[config.mk]
export PLATFORM = sky130hd
export DESIGN_NAME = booth_divider
export DESIGN_NICKNAME = d
export VERILOG_FILES = /design/src/rtl/booth_divider.sv
export SDC_FILE = /design/constraint.sdc
export NUM_CORES = 1
export LEC_CHECK = 0
export CAP_MARGIN = 15
export CORE_MARGIN = 3
export CORE_UTILIZATION = 30
export DETAILED_ROUTE_END_ITERATION = 8
export GPL_TIMING_DRIVEN = 0
export PLACE_DENSITY_LB_ADDON = 0.05
export SLEW_MARGIN = 20
export SYNTH_ARGS = -nofsm -noshare
export SYNTH_HDL_FRONTEND = slang
export SYNTH_SLANG_ARGS = --single-unit
export TNS_END_PERCENT = 1
[constraint.sdc]
create_clock -name clk -period 2.2 [get_ports clk]
set_input_delay 0.55 -clock clk [delete_from_list [all_inputs] [get_ports clk]]
set_output_delay 0.55 -clock clk [all_outputs]
set_load 0.01 [all_outputs]
[src/rtl/booth_divider.sv]
// Sequential radix-2 restoring divider producing one quotient bit per clock.
// Define DIVIDER_SIGNED_EN for two's-complement operands; otherwise operands are unsigned.
module booth_divider #(
   parameter int WIDTH = 8
) (
   input  logic             clk,
   input  logic             reset,
   input  logic             start,
   input  logic [WIDTH-1:0] dividend,
   input  logic [WIDTH-1:0] divisor,
   output logic [WIDTH-1:0] quotient,
   output logic [WIDTH-1:0] remainder,
   output logic             busy,
   output logic             done,
   output logic             div_by_zero
);

   localparam int CW = $clog2(WIDTH);
   localparam logic [CW-1:0] LAST = CW'(WIDTH - 1);

   typedef enum logic [1:0] {IDLE, ITER, FIX, DONE} state_t;

   state_t           state;
   logic [WIDTH-1:0] q, d, r;
   logic [WIDTH-1:0] q_step, r_step;
   logic [WIDTH-1:0] dvd_mag, dvs_mag;
   logic [WIDTH:0]   trial;
   logic [CW-1:0]    cnt;
`ifdef DIVIDER_SIGNED_EN
   logic             neg_q, neg_r;
`endif

   // A restore only happens when the shifted value is below D, so it fits in WIDTH bits.
   always_comb begin
      trial = {r, q[WIDTH-1]} - {1'b0, d};
      if (trial[WIDTH]) begin
         r_step = {r[WIDTH-2:0], q[WIDTH-1]};
         q_step = {q[WIDTH-2:0], 1'b0};
      end else begin
         r_step = trial[WIDTH-1:0];
         q_step = {q[WIDTH-2:0], 1'b1};
      end
   end

   always_comb begin
`ifdef DIVIDER_SIGNED_EN
      dvd_mag = dividend[WIDTH-1] ? '0 - dividend : dividend;
      dvs_mag = divisor[WIDTH-1]  ? '0 - divisor  : divisor;
`else
      dvd_mag = dividend;
      dvs_mag = divisor;
`endif
   end

   // busy/done are registered from the state, so they trail it by one cycle.
   always_ff @(posedge clk) begin
      if (reset) begin
         state       <= IDLE;
         q           <= '0;
         d           <= '0;
         r           <= '0;
         cnt         <= '0;
         quotient    <= '0;
         remainder   <= '0;
         busy        <= 1'b0;
         done        <= 1'b0;
         div_by_zero <= 1'b0;
`ifdef DIVIDER_SIGNED_EN
         neg_q       <= 1'b0;
         neg_r       <= 1'b0;
`endif
      end else begin
         busy <= (state == ITER) || (state == FIX);
         done <= (state == DONE);
         case (state)
            IDLE: begin
               if (start) begin
                  if (divisor == '0) begin
                     quotient    <= '1;
                     remainder   <= dividend;
                     div_by_zero <= 1'b1;
                     state       <= DONE;
                  end else begin
                     q     <= dvd_mag;
                     d     <= dvs_mag;
                     r     <= '0;
                     cnt   <= '0;
`ifdef DIVIDER_SIGNED_EN
                     neg_q <= dividend[WIDTH-1] ^ divisor[WIDTH-1];
                     neg_r <= dividend[WIDTH-1];
`endif
                     state <= ITER;
                  end
               end
            end
            ITER: begin
               q   <= q_step;
               r   <= r_step;
               cnt <= cnt + 1'b1;
               if (cnt == LAST)
                  state <= FIX;
            end
            FIX: begin
`ifdef DIVIDER_SIGNED_EN
               quotient  <= neg_q ? '0 - q : q;
               remainder <= neg_r ? '0 - r : r;
`else
               quotient  <= q;
               remainder <= r;
`endif
               div_by_zero <= 1'b0;
               state       <= DONE;
            end
            default: state <= IDLE;
         endcase
      end
   end

endmodule

==> impl_metrics.yaml, run 1 <==
run_status:
  run_status: "complete, but fails checks"
  failed_checks: "setup timing"
power:
  totalPowerFinal_mw: 4.086
  power.sequential.fraction_pct: 30.1
  power.share.switching_pct: 41.03
  p_leak_nw: 1.248
  cellInternalPower_mw: 2.409
  netsw_mw: 1.676
  irDropWorstVdd_v: 0.0003792
  power_per_cell_area_nw_per_um2: 1223
  clock_power_share_pct: 13.2
  pwr-share-comb_pct: 56.6
floorplan:
  core_area_um2: 8299
  die_area_um2: 9762
  top_level_ports: 38
  floorplan.rows: 33
  die_w_um: 98.81
  initial_core_util_pct: 31.13
  die_h_um: 98.81
logic_synthesis:
  postSynth.topFlopCell: "dfxtp_1"
  ys_warn_count: 0
  synth-edff-count: 0
  synth.ff_latch_count: 48
  synth.avg_cell_area_um2: 9.034
  synthArstFlopShare_pct: 0
  syn_area_um2: 2584
  post_synthesis_cell_type_count: 44
  synth_seq_area_share_pct: 37.19
  synth_cells: 286
  synth_nets: 321
worst_setup_path:
  cp_max_fo: 5
  rr_worst_depth: 10
  cp_common_cell: "inv_2"
  critical_path_buf_inv_count: 3
  logic_depth_of_the_worst_setup_path_including_buffers: 10
  critical_path.top_delay_family: "compound AO/OA/AOI/OAI gates"
  worst_path_largest_cell_delay_ns: 0.45
  cp-start-kind: "flop"
  critical_path_required_ns: 2.38
  cp-end-kind: "flop"
  crit_path_cell_trace: "inv_2, ha_4, inv_2, fa_2, a211oi_4, o211ai_1, a221o_2, buf_6, a32oi_1, o31ai_1"
  critical-path-slowest-cell: "a221o_2"
  arrival_ns: 2.47
  worst-setup-path-type: "reg -> reg"
timing:
  worst_slack_ns: -0.08862
  setup_violations: 9
  final.hold.worst_slack_ns: 0.4606
  worst-slew-pin-transition_ns: 0.6843
  fin_crit_sh_pct: 104.0
  fmaxAchievable_mhz: 436.9
  skew_ns: 0.003630
  fin_crit_ns: 2.289
  final-hold-violation-count: 0
  timing.setup.tns_ns: -0.6359
  timing.slew.headroom_pct: 54.38
  unrepaired_setup_endpoints_after_global_routing: "yes"
  timing.final.max_slew_violations: 0
worst_hold_path:
  hold_depth: 2
  hp-class: "reg -> reg"
finish:
  layout_cell_share_with_drive_strength_beyond_1_pct: 15.59
  final_design_area_no_fill_um2: 3342
  final_util_pct: 40.27
  sequential_cell_area_um2: 963.4
  fin_nets: 374
  antennaDiodeCount: 0
  area.growth.synth_to_final_pct: 29.35
  fillCellCount: 869
  multiInputGateArea_um2: 1519
clock_tree:
  cts_buffers: 5
  numClockSinks: 48
  cts_clk_pin_slew_worst_paths_ns: 0.08
  clk_path_buf_depth: 2
  clock_tree_from_tritoncts: "yes"
  cts_max_level: 2
  clock_latency_ns: 0.29
  cts_root_buffer: "clkbuf_8"
  hold_buffers: 0
placement:
  io_buffer_count: 37
  placed_cell_area_um2: 3109
  final_replace_weighted_congestion: 0.7847
  place_hpwl_mm: 5.119
route:
  detail_route.wl_per_cell_um: 15.43
  total_number_of_vias: 2198
  post-route-drc-count: 0
  avgViaCountPerCell: 4.939
  routed_wl_mm: 6.866
  ant_nets: 0
  drt_iter0_drc: 107
  dr.pass1.iters: 4
global_routing:
  grt_first_pass_wirelength_mm: 11.35
  first_global_vias: 2247
  maximum_number_of_pins_on_one_net_before_global_route_repair: 14
  total_grt_overflow: 0
  grt_antenna_before_repair: 0
  grtUsageTotal_pct: 14.53
job:
  max_cap_viol_count: 0
[sequential cells by signal (all words and copies together) (netlist names)]
name / flops
busy: 1
cnt: 3
d: 8
div_by_zero: 1
done: 1
q: 8
quotient: 8
r: 8
remainder: 8
state: 2
[Yosys cell counts, drive strengths merged (7+ instances only)]
cell type | count | area share (%)
a211oi | 19 | 7.5
mux2i | 22 | 8.5
ha | 15 | 7.3
a311oi | 8 | 3.7
o21ai | 11 | 2.1
inv | 23 | 3.3
dfxtp | 48 | 37
nor2 | 47 | 6.8
clkbuf | 7 | 1.0
nand2 | 13 | 1.9
buf | 8 | 2.3
a21oi | 19 | 3.8
[per-stage QoR]
step	setup WS, ns	cells
floorplan	-0.01705	286
global placement	-0.8067	428
detailed placement	-0.8296	428
CTS	-0.1076	443
global route	-0.2164	445
finish	-0.08862	445
[routing by layer]
metal	share of wire, %	vias up	GRT usage (%)
met5	0	-	0
met4	0.54	0	3.151
met3	2.8	2	2.477
met2	45	28	23.24
met1	51	1041	20.51
li1	-	1127	-
[worst register-to-register path, stage by stage (launching register included)]
cell and delay [ns]:
dfxtp_2 0.33, inv_2 0.07, ha_4 0.13, inv_2 0.03, fa_2 0.36, a211oi_4 0.28
o211ai_1 0.12, a221o_2 0.45, buf_6 0.14, a32oi_1 0.17, o31ai_1 0.10
[repair_timing]
action                                  in CTS  in global routing
gates cloned                                 2                  0
endpoints found under the setup margin      43                 35
pin swaps                                    7                  4
gates resized for setup                     14                 11
buffers inserted                             5                  2
[cells by family after synthesis]
logic type / count (synthesis) / share of synthesized area [%]
XOR/XNOR: 4 / 1.356
buffers and inverters: 38 / 6.683
adder cells (fa/ha/maj): 16 / 8.039
flip-flops: 48 / 37.19
multiplexers: 23 / 8.959
AND/OR/NAND/NOR: 81 / 13.90
AO/OA/AOI/OAI: 76 / 23.87
[placed cells by master (no fill, tap or decap), drive strengths merged, types with 3 or more instances in the layout]
cell	instances
a211oi	19
a21o	3
a21oi	19
a311oi	8
a32oi	3
buf	16
clkbuf	16
clkdlybuf4s50	29
dfxtp	48
dlygate4sd2	5
dlymetal6s2s	3
ha	15
inv	23
mux2i	22
nand2	13
nand3	4
nor2	47
nor2b	4
nor3	4
o21ai	11
xor2	3
[power groups by stage]
stage / sequential [mW] / combinational [mW] / clock [mW]
2_1_floorplan: 1.24 / 1.55 / 0
3_3_place_gp: 1.25 / 2.11 / 0
3_5_place_dp: 1.26 / 2.11 / 0
4_1_cts: 1.23 / 2.26 / 0.569
5_1_grt: 1.26 / 2.57 / 0.593
6_report: 1.23 / 2.31 / 0.541
[area by class of cell]
type	count	share of cell area, %
multi-input combinational	200	45.45
sequential	48	28.83
timing repair buffer	46	13.44
tap	105	3.931
buffer	15	3.070
clock buffer	8	2.696
inverter	23	2.583
[worst paths after layout]
path,from,to,slack [ns]
max,q[7],r[6],-0.09
min,cnt[1],cnt[1],0.46
max reg2reg,q[7],r[6],-0.09
min reg2reg,cnt[1],cnt[1],0.46
Note: power is estimated with default switching activity, not from simulation.
==> inputs of run 2 (changes only) <==
Settings changed: CAP_MARGIN 15 to 20.
==> results of run 2 <==
Same layout as run 1: the final DEF is identical, and so are final timing and power.
